===== src/rtl/i2s_frame_tx.sv =====
// I2S frame serializer: one stereo sample per frame through a one-entry holding buffer.
// Build option: define I2S_UNDERRUN_MUTE_EN to send silence on underrun instead of a repeat.
module i2s_frame_tx #(
    parameter int unsigned WIDTH = 16
) (
    input  logic             sclk,
    input  logic             rst,
    input  logic [WIDTH-1:0] left_in,
    input  logic [WIDTH-1:0] right_in,
    input  logic             valid_in,
    output logic             ready_out,
    output logic             ws,
    output logic             sdata,
    output logic             frame_start,
    output logic             underrun,
    output logic             underrun_sticky
);

    localparam int unsigned SLOTS = 2 * WIDTH;
    localparam int unsigned KW    = $clog2(SLOTS);

    localparam logic [KW-1:0] KLast   = KW'(SLOTS - 1);
    localparam logic [KW-1:0] KRight  = KW'(WIDTH);
    localparam logic [KW-1:0] KWsRise = KW'(WIDTH - 1);
    localparam logic [KW-1:0] KWsFall = KW'(SLOTS - 2);

    typedef enum logic {
        StIdle,
        StRun
    } state_e;

    state_e            state_q, state_d;
    logic [KW-1:0]     k_q, k_d;
    logic [WIDTH-1:0]  hold_l_q, hold_l_d;
    logic [WIDTH-1:0]  hold_r_q, hold_r_d;
    logic              hold_full_q, hold_full_d;
    logic [WIDTH-1:0]  shift_l_q, shift_l_d;
    logic [WIDTH-1:0]  shift_r_q, shift_r_d;
    logic              ws_q, ws_d;
    logic              sdata_q, sdata_d;
    logic              frame_start_q, frame_start_d;
    logic              underrun_q, underrun_d;
    logic              sticky_q, sticky_d;
`ifndef I2S_UNDERRUN_MUTE_EN
    logic [WIDTH-1:0]  last_l_q, last_l_d;
    logic [WIDTH-1:0]  last_r_q, last_r_d;
`endif

    logic              accept;
    logic              load_frame;
    logic              load_hold;
    logic [WIDTH-1:0]  frame_l;
    logic [WIDTH-1:0]  frame_r;

    assign accept = valid_in && !hold_full_q;

    always_comb begin
        state_d       = state_q;
        k_d           = k_q;
        hold_l_d      = hold_l_q;
        hold_r_d      = hold_r_q;
        hold_full_d   = hold_full_q;
        shift_l_d     = shift_l_q;
        shift_r_d     = shift_r_q;
        sdata_d       = sdata_q;
        ws_d          = 1'b0;
        frame_start_d = 1'b0;
        underrun_d    = 1'b0;
        sticky_d      = sticky_q;
`ifndef I2S_UNDERRUN_MUTE_EN
        last_l_d      = last_l_q;
        last_r_d      = last_r_q;
`endif
        load_frame    = 1'b0;
        load_hold     = 1'b0;

        unique case (state_q)
            StIdle: begin
                if (hold_full_q) begin
                    state_d    = StRun;
                    load_frame = 1'b1;
                    load_hold  = 1'b1;
                end
            end
            StRun: begin
                if (k_q == KLast) begin
                    load_frame = 1'b1;
                    if (hold_full_q) begin
                        load_hold = 1'b1;
                    end else begin
                        underrun_d = 1'b1;
                    end
                end
            end
            default: state_d = StIdle;
        endcase

        // Underrun frames replay the last pair, or silence in the mute build.
        if (load_hold) begin
            frame_l = hold_l_q;
            frame_r = hold_r_q;
        end else begin
`ifdef I2S_UNDERRUN_MUTE_EN
            frame_l = '0;
            frame_r = '0;
`else
            frame_l = last_l_q;
            frame_r = last_r_q;
`endif
        end

        if (load_frame) begin
            k_d           = '0;
            sdata_d       = frame_l[WIDTH-1];
            shift_l_d     = frame_l << 1;
            shift_r_d     = frame_r;
            frame_start_d = 1'b1;
        end else if (state_q == StRun) begin
            k_d = k_q + KW'(1);
            if (k_d < KRight) begin
                sdata_d   = shift_l_q[WIDTH-1];
                shift_l_d = shift_l_q << 1;
            end else begin
                sdata_d   = shift_r_q[WIDTH-1];
                shift_r_d = shift_r_q << 1;
            end
        end

        // ws leads the word it selects by one slot: high from left LSB through right LSB-1.
        if (state_d == StRun) begin
            ws_d = (k_d >= KWsRise) && (k_d <= KWsFall);
        end

        if (load_hold) begin
            hold_full_d = 1'b0;
`ifndef I2S_UNDERRUN_MUTE_EN
            last_l_d    = hold_l_q;
            last_r_d    = hold_r_q;
`endif
        end

        // Accept and load are exclusive: a load needs a full buffer, accept an empty one.
        if (accept) begin
            hold_l_d    = left_in;
            hold_r_d    = right_in;
            hold_full_d = 1'b1;
        end

        if (underrun_d) begin
            sticky_d = 1'b1;
        end
    end

    always_ff @(posedge sclk) begin
        if (rst) begin
            state_q       <= StIdle;
            k_q           <= '0;
            hold_l_q      <= '0;
            hold_r_q      <= '0;
            hold_full_q   <= 1'b0;
            shift_l_q     <= '0;
            shift_r_q     <= '0;
            ws_q          <= 1'b0;
            sdata_q       <= 1'b0;
            frame_start_q <= 1'b0;
            underrun_q    <= 1'b0;
            sticky_q      <= 1'b0;
`ifndef I2S_UNDERRUN_MUTE_EN
            last_l_q      <= '0;
            last_r_q      <= '0;
`endif
        end else begin
            state_q       <= state_d;
            k_q           <= k_d;
            hold_l_q      <= hold_l_d;
            hold_r_q      <= hold_r_d;
            hold_full_q   <= hold_full_d;
            shift_l_q     <= shift_l_d;
            shift_r_q     <= shift_r_d;
            ws_q          <= ws_d;
            sdata_q       <= sdata_d;
            frame_start_q <= frame_start_d;
            underrun_q    <= underrun_d;
            sticky_q      <= sticky_d;
`ifndef I2S_UNDERRUN_MUTE_EN
            last_l_q      <= last_l_d;
            last_r_q      <= last_r_d;
`endif
        end
    end

    assign ready_out       = !hold_full_q;
    assign ws              = ws_q;
    assign sdata           = sdata_q;
    assign frame_start     = frame_start_q;
    assign underrun        = underrun_q;
    assign underrun_sticky = sticky_q;

`ifndef SYNTHESIS
    a_underrun_at_start : assert property (@(posedge sclk) disable iff (rst)
        underrun |-> frame_start);
    a_ws_low_at_start : assert property (@(posedge sclk) disable iff (rst)
        frame_start |-> !ws);
`endif

endmodule


===== config.mk =====
export PLATFORM = sky130hd
export DESIGN_NAME = i2s_frame_tx
export DESIGN_NICKNAME = d
export VERILOG_FILES = /design/src/rtl/i2s_frame_tx.sv
export SDC_FILE = /design/constraint.sdc
export NUM_CORES = 1
export LEC_CHECK = 0
export ABC_CLOCK_PERIOD_IN_PS = 3050
export CELL_PAD_IN_SITES_DETAIL_PLACEMENT = 0
export CELL_PAD_IN_SITES_GLOBAL_PLACEMENT = 1
export CORE_ASPECT_RATIO = 0.5
export CORE_MARGIN = 5
export CORE_UTILIZATION = 42
export DETAILED_ROUTE_END_ITERATION = 10
export PLACE_DENSITY = 0.88
export SLEW_MARGIN = 20
export SYNTH_ARGS = -nofsm -noshare
export SYNTH_HDL_FRONTEND = slang
export SYNTH_SLANG_ARGS = --single-unit

===== constraint.sdc =====
create_clock -name sclk -period 3.05 [get_ports sclk]
set_input_delay 0.915 -clock sclk [delete_from_list [all_inputs] [get_ports sclk]]
set_output_delay 0.915 -clock sclk [all_outputs]
set_load 0.03 [all_outputs]

; Word-level counts from Yosys, hierarchy flattened
; Index checks and enable logic that the tools add are counted.
[word_totals]
inputBits = 35
out_inout_bits = 6
regBits = 107
[op_classes]
magnitude_cmp = 3
n_addsub = 1
n_reduce_logical = 9
n_eq_ne = 2
mux = 25
bitwise = 2
[ops]
columns = op, n
row1 = two-way mux 16 bit, 8
row2 = two-way mux 1 bit, 13
row3 = two-way mux 5 bit, 2
row4 = nonzero test 2 bit, 3
row5 = adder 5 x 1 -> 5 bit (second input constant), 1
row6 = equality test 5 bit (second input constant), 1
row7 = >= comparator 5 x 4 -> 1 bit (second input constant), 1
row8 = <= comparator 5 bit (second input constant), 1
row9 = < comparator 5 bit (second input constant), 1
row10 = case mux 1 bit (2 select lines), 2
row11 = AND reduction 2 bit, 2
row12 = logical AND 1 bit, 2
row13 = != test 2 bit (second input constant), 1
row14 = NOT 1 bit, 2
row15 = OR reduction 2 bit, 1
row16 = logical NOT 1 bit, 1

; Logic depth before layout (Yosys ltp)
; Gate-level depths: netlist of run 1.
[depth]
depth_word = 6
ltp_mapped = 9
depth_no_buf = 7

; Worst setup path before layout of run 1
; No wires, ideal clock.
[synth_path]
kind = flip-flop to flip-flop
startpoint = register k_q[0]
endpoint = register ws_q (netlist: ws)
path_stages_with_launch = 9
t_required_ns = 2.935
arrival_time_ns = 2.049
setup_slack_ns = 0.886
setup_ns = 0.115
synth_period_minus_slack_ns = 2.164
path_cell_list = dfxtp_1 -> ha_1 -> and3_1 -> ha_1 -> buf_2 -> nor3b_1 -> a32oi_1 -> or4_1 -> and3_1
[synth_via]
elab_chain_cells = 6
word_cells_on_any_way = 9
[synth_lines]
columns = item, line_no
row1 = start: declaration, 33  ; logic [KW-1:0] k_q, k_d;
row2 = start signal: assignment, 174  ; k_q <= k_d;
row3 = branches (longest 3 deep; another with adder 5 x 1 -> 5 bit), -
row4 = two-way mux 5 bit (*), 112  ; if (load_frame) begin
row5 = >= comparator 5 x 4 -> 1 bit or <= comparator 5 bit (tied branches), 131  ; ws_d = (k_d >= KWsRise) && (k_d <= KWsFall);
row6 = logical AND 1 bit (*), 131
row7 = end signal: assignment, 180  ; ws_q <= ws_d;
row8 = end: declaration, 39  ; logic ws_q, ws_d;
; Every way passes the cells marked *.
; A chain may end at the register's enable or synchronous reset.

; Worst setup path after layout of run 1
; Same ends and word-level chain as after synthesis.

==> summary.txt, run 1 <==
Tot Pwr: 0.00301 W
FFs w/ async S/R, synth: 0%
Die H: 82.0 µm
power share of the combinational group: 12.4%
sw power: 0.000756 W
final hold vios: 0
Worst-Margin Slew: 0.685 ns
Int Power: 0.00225 W
clock skew: 0.00556 ns
setup violators final: 0
global route total overflow: 0
Core Region: 10100 µm²
pin count of the biggest net entering global routing: 45
ys flop type: dfxtp_1
Synth warnings: 0
Reg clk slew, reported paths: 0.07 ns
most common cell in the synthesized netlist: nand2_1
R2R Path Start: k_q[0]
post-CTS setup buffers: 0
Reg power frac: 51.0%
gp weighted congestion: 0.801
vias post-DR: 3776
drt first pass iters: 5
Reg area: 2140 µm²
top-area cell type share of the netlist area: 49.2%
Post-Synth Simple-Gate Area: 21.9%
final net count: 614
crit-path cells: ha_1, and3_1, ha_1, nor2b_1, buf_4, a22oi_1, or4_1, and3_1
Worst Hold Launch: shift_r_q[11]
Worst VDD drop: 0.000284 V
port bufs: 40
RSZ-0062 raised after global routing: false
routed wire length: 10500 µm
Fmax: 412 MHz
DRC: 0
CP delay by family, top: simple AND/OR/NAND/NOR gates
top cells by count, synth: nand2_1 (157), dfxtp_1 (107), a21oi_1 (97)
clock share of power: 36.7%
I/O pin cnt: 41
number of synthesized flops with an enable pin: 0
wire length per cell: 14.6 µm
Synth Cell Area: 4360 µm²
die footprint: 12600 µm²
# rows: 26
WS Path Type: flop to flop
Fillers: 1010
Slew Viols, Final: 0
area occupied by multi-input gates: 2030 µm²
GR Util All Layers: 17.0%
Setup crit start: k_q[0]
worst-case clock buffer depth: 2
cell count after synthesis: 558
hold buffers post-CTS: 0
CP arrival: 2.66 ns
Placed Area: 4870 µm²
Compound-Gate Fraction of Synth Area: 22.7%
Post-Syn Nets: 595
first-pass GRT wire length: 17500 µm
Tmin final: 2.43 ns
slowest stage delay, CP: 0.54 ns
Antenna Cells: 0
largest family of logic cells by synthesized area: compound AO/OA/AOI/OAI gates
Starting Density: 42.9%
DIE WIDTH: 154 µm
pre-CTS WS: 0.576 ns
sw frac: 25.1%
TritonCTS clock tree: built
final core utilization: 50.7%
Synth area leader: dfxtp_1
Detail Route Antenna Nets: 0
XOR/XNOR Fraction of Synth Area: 0.201%
vias per cell: 5.24
final setup TNS: 0 ns
mux cell area share after synthesis: 0.747%
Skew-Pair Late Insertion Delay: 0.34 ns
area grow syn2layout: 18.2%
Leak: 1.81 nW
CP bufs+invs: 1
Synth cell types: 33
CP required: 3.28 ns
post-CTS sizing: 0
vias in the first global route: 3551
worst rel slew slack: 54.3%
CP Capture Type: flop
startpoint types: flop
CTS Buf Count: 9
share of layout cells above drive strength 1: 6.54%
CTS root buffer: clkbuf_16
Final period util: 79.5%
Post-Syn Area per Cell: 7.81 µm²
CTS H-tree depth: 3
Area contributors post-synth: dfxtp_1 (49%), nand2_1 (14%), a21oi_1 (11%)
PwrDens: 584 nW/µm²
worst hold-check path type: flop to flop
outcome: finished, final reports clean
1st-iter DRT viols: 226
post-synthesis sequential area ratio: 49.2%
initial antenna violation count: 0
Final WS setup: 0.625 ns
clock sinks: 107
post-synthesis adder-cell area fraction: 0.575%
slowest CP cell: or4_1
dpl hpwl: 6590 µm
post-synthesis register bit count: 107
CP Max Fanout: 23
MaxCap Viol Count: 0
post-route cell area: 5150 µm²
## power by group through the flow
stage	Combinational (W)	Sequential, W	Clock, W
after floorplan	0.000254	0.00155	0
after global routing	0.000419	0.00154	0.00117
final	0.000372	0.00153	0.00110
after CTS	0.000373	0.00153	0.00112
after detailed placement	0.000371	0.00156	0
after global placement	0.000366	0.00156	0
## tightest hold or removal path, cell delays in order, from the launching register on
cell	delay [ns]
dfxtp_1	0.31
nand2_1	0.05
a21oi_1	0.05
## sequential cells by signal, summed over array words and instances (netlist names)
| name | cells |
|---|---|
| hold_l_q | 16 |
| hold_r_q | 16 |
| last_l_q | 16 |
| last_r_q | 16 |
| shift_r_q | 16 |
| shift_l_q | 15 |
| k_q | 5 |
| frame_start | 1 |
| hold_full_q | 1 |
| sdata | 1 |
| state_q | 1 |
| underrun | 1 |
| underrun_sticky | 1 |
| ws | 1 |
## logic make-up (layout without fill, tap and decap cells)
logic type / after synthesis / after routing
and+or+nand+nor: 225 / 225
AOI/OAI and AO/OA: 169 / 169
DFF: 107 / 107
buffers and inverters: 51 / 74
muxes: 3 / 3
adders and majority gates: 2 / 2
xor gates and xnor gates: 1 / 1
## worst paths after layout
check / cells after the start / endpoint / slack (ns)
min reg2reg: 2 / shift_r_q[11] / 0.46
max reg2reg: 8 / ws / 0.62
min: 2 / shift_r_q[11] / 0.46
max: 8 / ws / 0.62
## cell usage in the layout, fill, tap and decap left out, types with 2 or more instances in the layout
cell type	instances
a32o_1	2
inv_1	3
a31oi_1	2
clkbuf_8	3
clkdlybuf4s50_1	39
nor3_1	16
a21o_1	2
nand2_1	157
nor3b_1	16
and3_1	2
nand3_1	3
ha_1	2
clkinv_2	2
dfxtp_1	107
o22ai_1	15
a21oi_1	96
o211ai_1	14
buf_4	16
o21ai_0	17
nand2b_1	3
mux2_2	2
a211o_1	15
clkbuf_16	9
nor2_1	22
## layer usage
layer | vias up | routed length (µm) | GRT usage [%]
li1 | 1951 | - | -
met1 | 1760 | 5340 | 22.6
met2 | 54 | 4640 | 28.0
met3 | 11 | 345 | 3.68
met4 | 0 | 167 | 5.46
met5 | - | 0 | 0
## cell type report
cell class | count | share of cell area, %
Clock buffer | 13 | 5.25
Clock inverter | 2 | 0.194
Inverter | 3 | 0.219
Multi-Input combinational cell | 400 | 39.3
Sequential cell | 107 | 41.6
Tap cell | 140 | 3.40
Timing Repair Buffer | 56 | 10.0
## metrics by stage
step | hold WS (ns) | std cells
floorplan | 0.433 | 558
global placement | 0.442 | 706
detailed placement | 0.447 | 706
CTS | 0.456 | 721
global route | 0.470 | 721
finish | 0.456 | 721
(Power assumes the default switching activity.)
==> inputs of run 2 (changes only) <==
--- a/config.mk
+++ b/config.mk
@@ -5,14 +5,14 @@
 export SDC_FILE = /design/constraint.sdc
 export NUM_CORES = 1
 export LEC_CHECK = 0
-export ABC_CLOCK_PERIOD_IN_PS = 3050
+export ABC_CLOCK_PERIOD_IN_PS = 1950
 export CELL_PAD_IN_SITES_DETAIL_PLACEMENT = 0
 export CELL_PAD_IN_SITES_GLOBAL_PLACEMENT = 1
 export CORE_ASPECT_RATIO = 0.5
 export CORE_MARGIN = 5
-export CORE_UTILIZATION = 42
+export CORE_UTILIZATION = 38
 export DETAILED_ROUTE_END_ITERATION = 10
-export PLACE_DENSITY = 0.88
+export PLACE_DENSITY = 0.84
 export SLEW_MARGIN = 20
 export SYNTH_ARGS = -nofsm -noshare
 export SYNTH_HDL_FRONTEND = slang
==> constraint.sdc (replaced) <==
create_clock -name sclk -period 1.95 [get_ports sclk]
set_input_delay 0.585 -clock sclk [delete_from_list [all_inputs] [get_ports sclk]]
set_output_delay 0.585 -clock sclk [all_outputs]
set_load 0.03 [all_outputs]
==> summary.txt, run 2 (same netlist as run 1, synthesis figures left out) <==
outcome: finished, violations left
failing checks: setup timing
drt first pass iters: 4
DIE WIDTH: 161 µm
worst rel slew slack: 69.3%
PwrDens: 877 nW/µm²
clock sinks: 107
Cell Count Post-Placement: 731
CP Capture Type: flop
port bufs: 40
Tmin final: 1.97 ns
clock share of power: 36.4%
routed wire length: 10800 µm
pre-CTS WS: -0.0123 ns
setup violators final: 1
final setup TNS: -0.0212 ns
gp weighted congestion: 0.787
power share of the combinational group: 13.8%
Tot Pwr: 0.00481 W
CP required: 2.20 ns
die footprint: 13800 µm²
final non-filler cell total: 747
vias post-DR: 3889
1st-iter DRT viols: 247
CTS H-tree depth: 3
CP Max Fanout: 6
dpl hpwl: 6970 µm
Fmax: 507 MHz
Worst-Margin Slew: 0.461 ns
startpoint types: flop
I/O pin cnt: 41
# rows: 27
share of layout cells above drive strength 1: 11.3%
WHS: 0.455 ns
DRC: 0
Final period util: 101%
clock skew: 0.00855 ns
RSZ-0062 raised after global routing: true
Worst VDD drop: 0.000493 V
Core Region: 11100 µm²
area grow syn2layout: 25.8%
worst hold-check path type: flop to flop
Int Power: 0.00361 W
Die H: 85.7 µm
vias in the first global route: 3717
wl on met1: 5450 µm
TritonCTS clock tree: built
final hold vios: 0
Reg clk slew, reported paths: 0.07 ns
WS Path Type: flop to flop
GR Util All Layers: 16.2%
global route total overflow: 0
vias per cell: 5.21
CP arrival: 2.22 ns
Leak: 1.98 nW
Final WS setup: -0.0212 ns
CTS root buffer: clkbuf_16
Starting Density: 39.2%
sw frac: 24.9%
sw power: 0.00120 W
initial antenna violation count: 0
commonest non-fill, non-tap cell in the layout: nand2_1
met2 WL: 4770 µm
Antenna Cells: 0
Skew-Pair Late Insertion Delay: 0.35 ns
Top Layer Used: met4
first-pass GRT wire length: 18500 µm
wire length per cell: 14.5 µm
final net count: 635
routed length on met3: 482 µm
commonest cells after routing, fill and taps aside: nand2_1 (157), dfxtp_1 (105), a21oi_1 (97), clkdlybuf4s50_1 (35), buf_4 (25)
Reg power frac: 49.8%
Slew Viols, Final: 0
worst-case clock buffer depth: 2
hold buffers post-CTS: 0
CTS Buf Count: 9
Detail Route Antenna Nets: 0
MaxCap Viol Count: 0
pin count of the biggest net entering global routing: 53
==> run 2: cell types whose count changed in the layout (fill, tap and decap cells not counted), sizes merged <==
cell           change
clkdlybuf4s50      -4
clkbuf             -1
buf               +21
dlymetal6s2s       +1
dlygate4sd2        +3
bufinv             +1
==> run 2: power by group through the flow <==
stage	Clock [W]	Sequential [W]	Combinational [W]
after floorplan	0	0.00242	0.000399
after global placement	0	0.00244	0.000644
after detailed placement	0	0.00244	0.000653
after CTS	0.00180	0.00240	0.000655
after global routing	0.00188	0.00241	0.000740
final	0.00175	0.00240	0.000663
==> run 2: cell type report <==
| class | instances | area (µm²) |
|---|---|---|
| inverters | 3 | 11.3 |
| multi-input cells | 400 | 2100 |
| clock buffers | 12 | 236 |
| fillers | 1077 | 5640 |
| well taps | 145 | 181 |
| repair buffers | 77 | 767 |
| clock inverters | 3 | 40.0 |
| flip-flops and latches | 107 | 2150 |
==> run 2: what timing repair did <==
action,CTS,global route
pin swaps,0,1
buffers inserted,0,0
cloned,0,1
endpoints found under the setup margin,10,31
gates resized for setup,4,13
==> run 2: final timing paths <==
kind / from / endpoint / slack, ns / cells past startpoint
worst max-delay path: k_q[0] / ws / -0.02 / 7
worst min-delay path: last_r_q[11] / last_r_q[11] / 0.46 / 2
worst max register to register: k_q[0] / ws / -0.02 / 7
worst min register to register: last_r_q[11] / last_r_q[11] / 0.46 / 2
==> run 2: metal layers <==
metal / GRT usage, % / up-vias
li1: - / 1993
met1: 22.7 / 1814
met2: 25.4 / 71
met3: 3.55 / 11
met4: 4.41 / 0
met5: 0 / -
==> run 2: critical path, cell delays in order (launching register included) <==
cell and delay [ns]:
dfxtp_4 0.35, ha_4 0.16, and3_4 0.18, ha_4 0.18, mux2_4 0.27, a21o_1 0.17
or4_1 0.41, and3_1 0.15
==> run 2: per-stage QoR <==
| stage | area, µm² | util, % |
|---|---|---|
| after detailed placement | 5140 | 46.3 |
| after floorplan | 4410 | - |
| after global placement | 5140 | 46.3 |
| after CTS | 5420 | 48.7 |
| final | 5480 | 49.3 |
| after global routing | 5480 | 49.3 |
==> inputs of run 3 (changes only) <==
--- a/config.mk
+++ b/config.mk
@@ -13,6 +13,7 @@
 export CORE_UTILIZATION = 38
 export DETAILED_ROUTE_END_ITERATION = 10
 export PLACE_DENSITY = 0.84
+export RECOVER_POWER = 25
 export SLEW_MARGIN = 20
 export SYNTH_ARGS = -nofsm -noshare
 export SYNTH_HDL_FRONTEND = slang
==> summary.txt, run 3 (same netlist as run 1, synthesis figures left out) <==
r2r endpoint: ws
vias post-DR: 3885
DRC: 0
CTS Buf Count: 9
CP Capture Type: flop
Skew-Pair Late Insertion Delay: 0.34 ns
Die H: 85.7 µm
vias per cell: 5.20
final net count: 635
Cell Count Post-Placement: 731
Tot Pwr: 0.00480 W
I/O pin cnt: 41
Fmax: 507 MHz
setup violators final: 1
R2R Path Start: k_q[0]
die footprint: 13800 µm²
worst-case clock buffer depth: 2
Worst Hold Launch: last_l_q[14]
Hold Crit Endpoint: last_l_q[14]
drt first pass iters: 5
Final period util: 101%
wire length per cell: 14.5 µm
startpoint types: flop
CTS H-tree depth: 3
CP required: 2.19 ns
initial antenna violation count: 0
worst rel slew slack: 65.4%
# rows: 27
Slew Viols, Final: 0
Tmin final: 1.97 ns
dpl hpwl: 6970 µm
gp weighted congestion: 0.787
WS Path Type: flop to flop
RSZ-0062 raised after global routing: true
worst hold-check path type: flop to flop
final hold vios: 0
Leak: 1.98 nW
area grow syn2layout: 25.7%
port bufs: 40
clock sinks: 107
CP Max Fanout: 6
outcome: finished, violations left
Final WS setup: -0.0211 ns
TritonCTS clock tree: built
global route total overflow: 0
Antenna Cells: 0
first-pass GRT wire length: 18500 µm
CTS root buffer: clkbuf_16
R2R depth: 7
DIE WIDTH: 161 µm
commonest cells after routing, fill and taps aside: nand2_1 (157), dfxtp_1 (105), a21oi_1 (97), clkdlybuf4s50_1 (35), buf_4 (23)
CP arrival: 2.21 ns
failing checks: setup timing
MaxCap Viol Count: 0
Starting Density: 39.2%
Reg clk slew, reported paths: 0.07 ns
clock skew: 0.00689 ns
1st-iter DRT viols: 253
commonest non-fill, non-tap cell in the layout: nand2_1
Detail Route Antenna Nets: 0
WHS Path Cells: 2
final non-filler cell total: 747
Worst-Margin Slew: 0.520 ns
PwrDens: 878 nW/µm²
GR Util All Layers: 16.2%
post-CTS setup buffers: 0
routed wire length: 10900 µm
vias in the first global route: 3717
r2r setup slk: -0.02 ns
Core Region: 11100 µm²
hold buffers post-CTS: 0
share of layout cells above drive strength 1: 11.3%
final setup TNS: -0.0211 ns
Worst VDD drop: 0.000490 V
pin count of the biggest net entering global routing: 53
-- run 3: changes by cell type in the layout (fill, tap and decap cells not counted) --
cell	previous run	this run
buf_4	25	23
clkbuf_2	0	2
-- run 3: cell type report --
| cell class | count | area, µm² |
|---|---|---|
| clock buffer | 12 | 236 |
| multi-input combinational | 400 | 2100 |
| fill | 1079 | 5640 |
| timing repair buffer | 77 | 762 |
| tap | 145 | 181 |
| clock inverter | 3 | 40.0 |
| inverter | 3 | 11.3 |
| sequential | 107 | 2150 |
-- run 3: how the worst max path moves through the flow --
stage	from	end	slack (ns)	cells past startpoint
2_1_floorplan	k_q[0]	ws	0.003	8
3_3_place_gp	k_q[0]	shift_l_q[10]	0.06	9
3_5_place_dp	k_q[0]	shift_l_q[15]	-0.01	9
4_1_cts	k_q[0]	ws	0.004	7
5_1_grt	k_q[0]	ws	-0.07	7
6_report	k_q[0]	ws	-0.02	7
-- run 3: where the power goes --
| group | leakage [nW] | internal (W) | switching (W) |
|---|---|---|---|
| clock | 0.136 | 0.000986 | 0.000761 |
| combinational | 0.972 | 0.000306 | 0.000356 |
| sequential | 0.876 | 0.00231 | 0.0000824 |
-- run 3: timing repair --
item                       in CTS  in global routing
cloned                          0                  1
setup endpoints to repair      10                 31
pin swaps                       0                  1
gates resized for setup         4                 13
-- run 3: metal layers --
| metal | vias to the layer above | track usage (%) | wire length (µm) |
|---|---|---|---|
| met2 | 70 | 25.4 | 4770 |
| li1 | 1995 | - | - |
| met4 | 0 | 4.41 | 136 |
| met1 | 1812 | 22.7 | 5480 |
| met3 | 8 | 3.55 | 483 |
| met5 | - | 0 | 0 |
-- run 3: metrics by stage --
stage | setup slack [ns] | utilization [%] | hold slack [ns] | cell area [µm²]
global placement | 0.0553 | 46.3 | 0.443 | 5140
CTS | 0.00411 | 48.7 | 0.456 | 5420
finish | -0.0211 | 49.3 | 0.455 | 5470
global route | -0.0734 | 49.3 | 0.470 | 5470
floorplan | 0.00331 | - | 0.433 | 4410
detailed placement | -0.0123 | 46.3 | 0.446 | 5140
-- run 3: critical path, stage by stage (launching register included) --
cell and delay [ns]:
dfxtp_4 0.35, ha_4 0.16, and3_4 0.18, ha_4 0.18
mux2_4 0.27, a21o_1 0.17, or4_1 0.41, and3_1 0.15
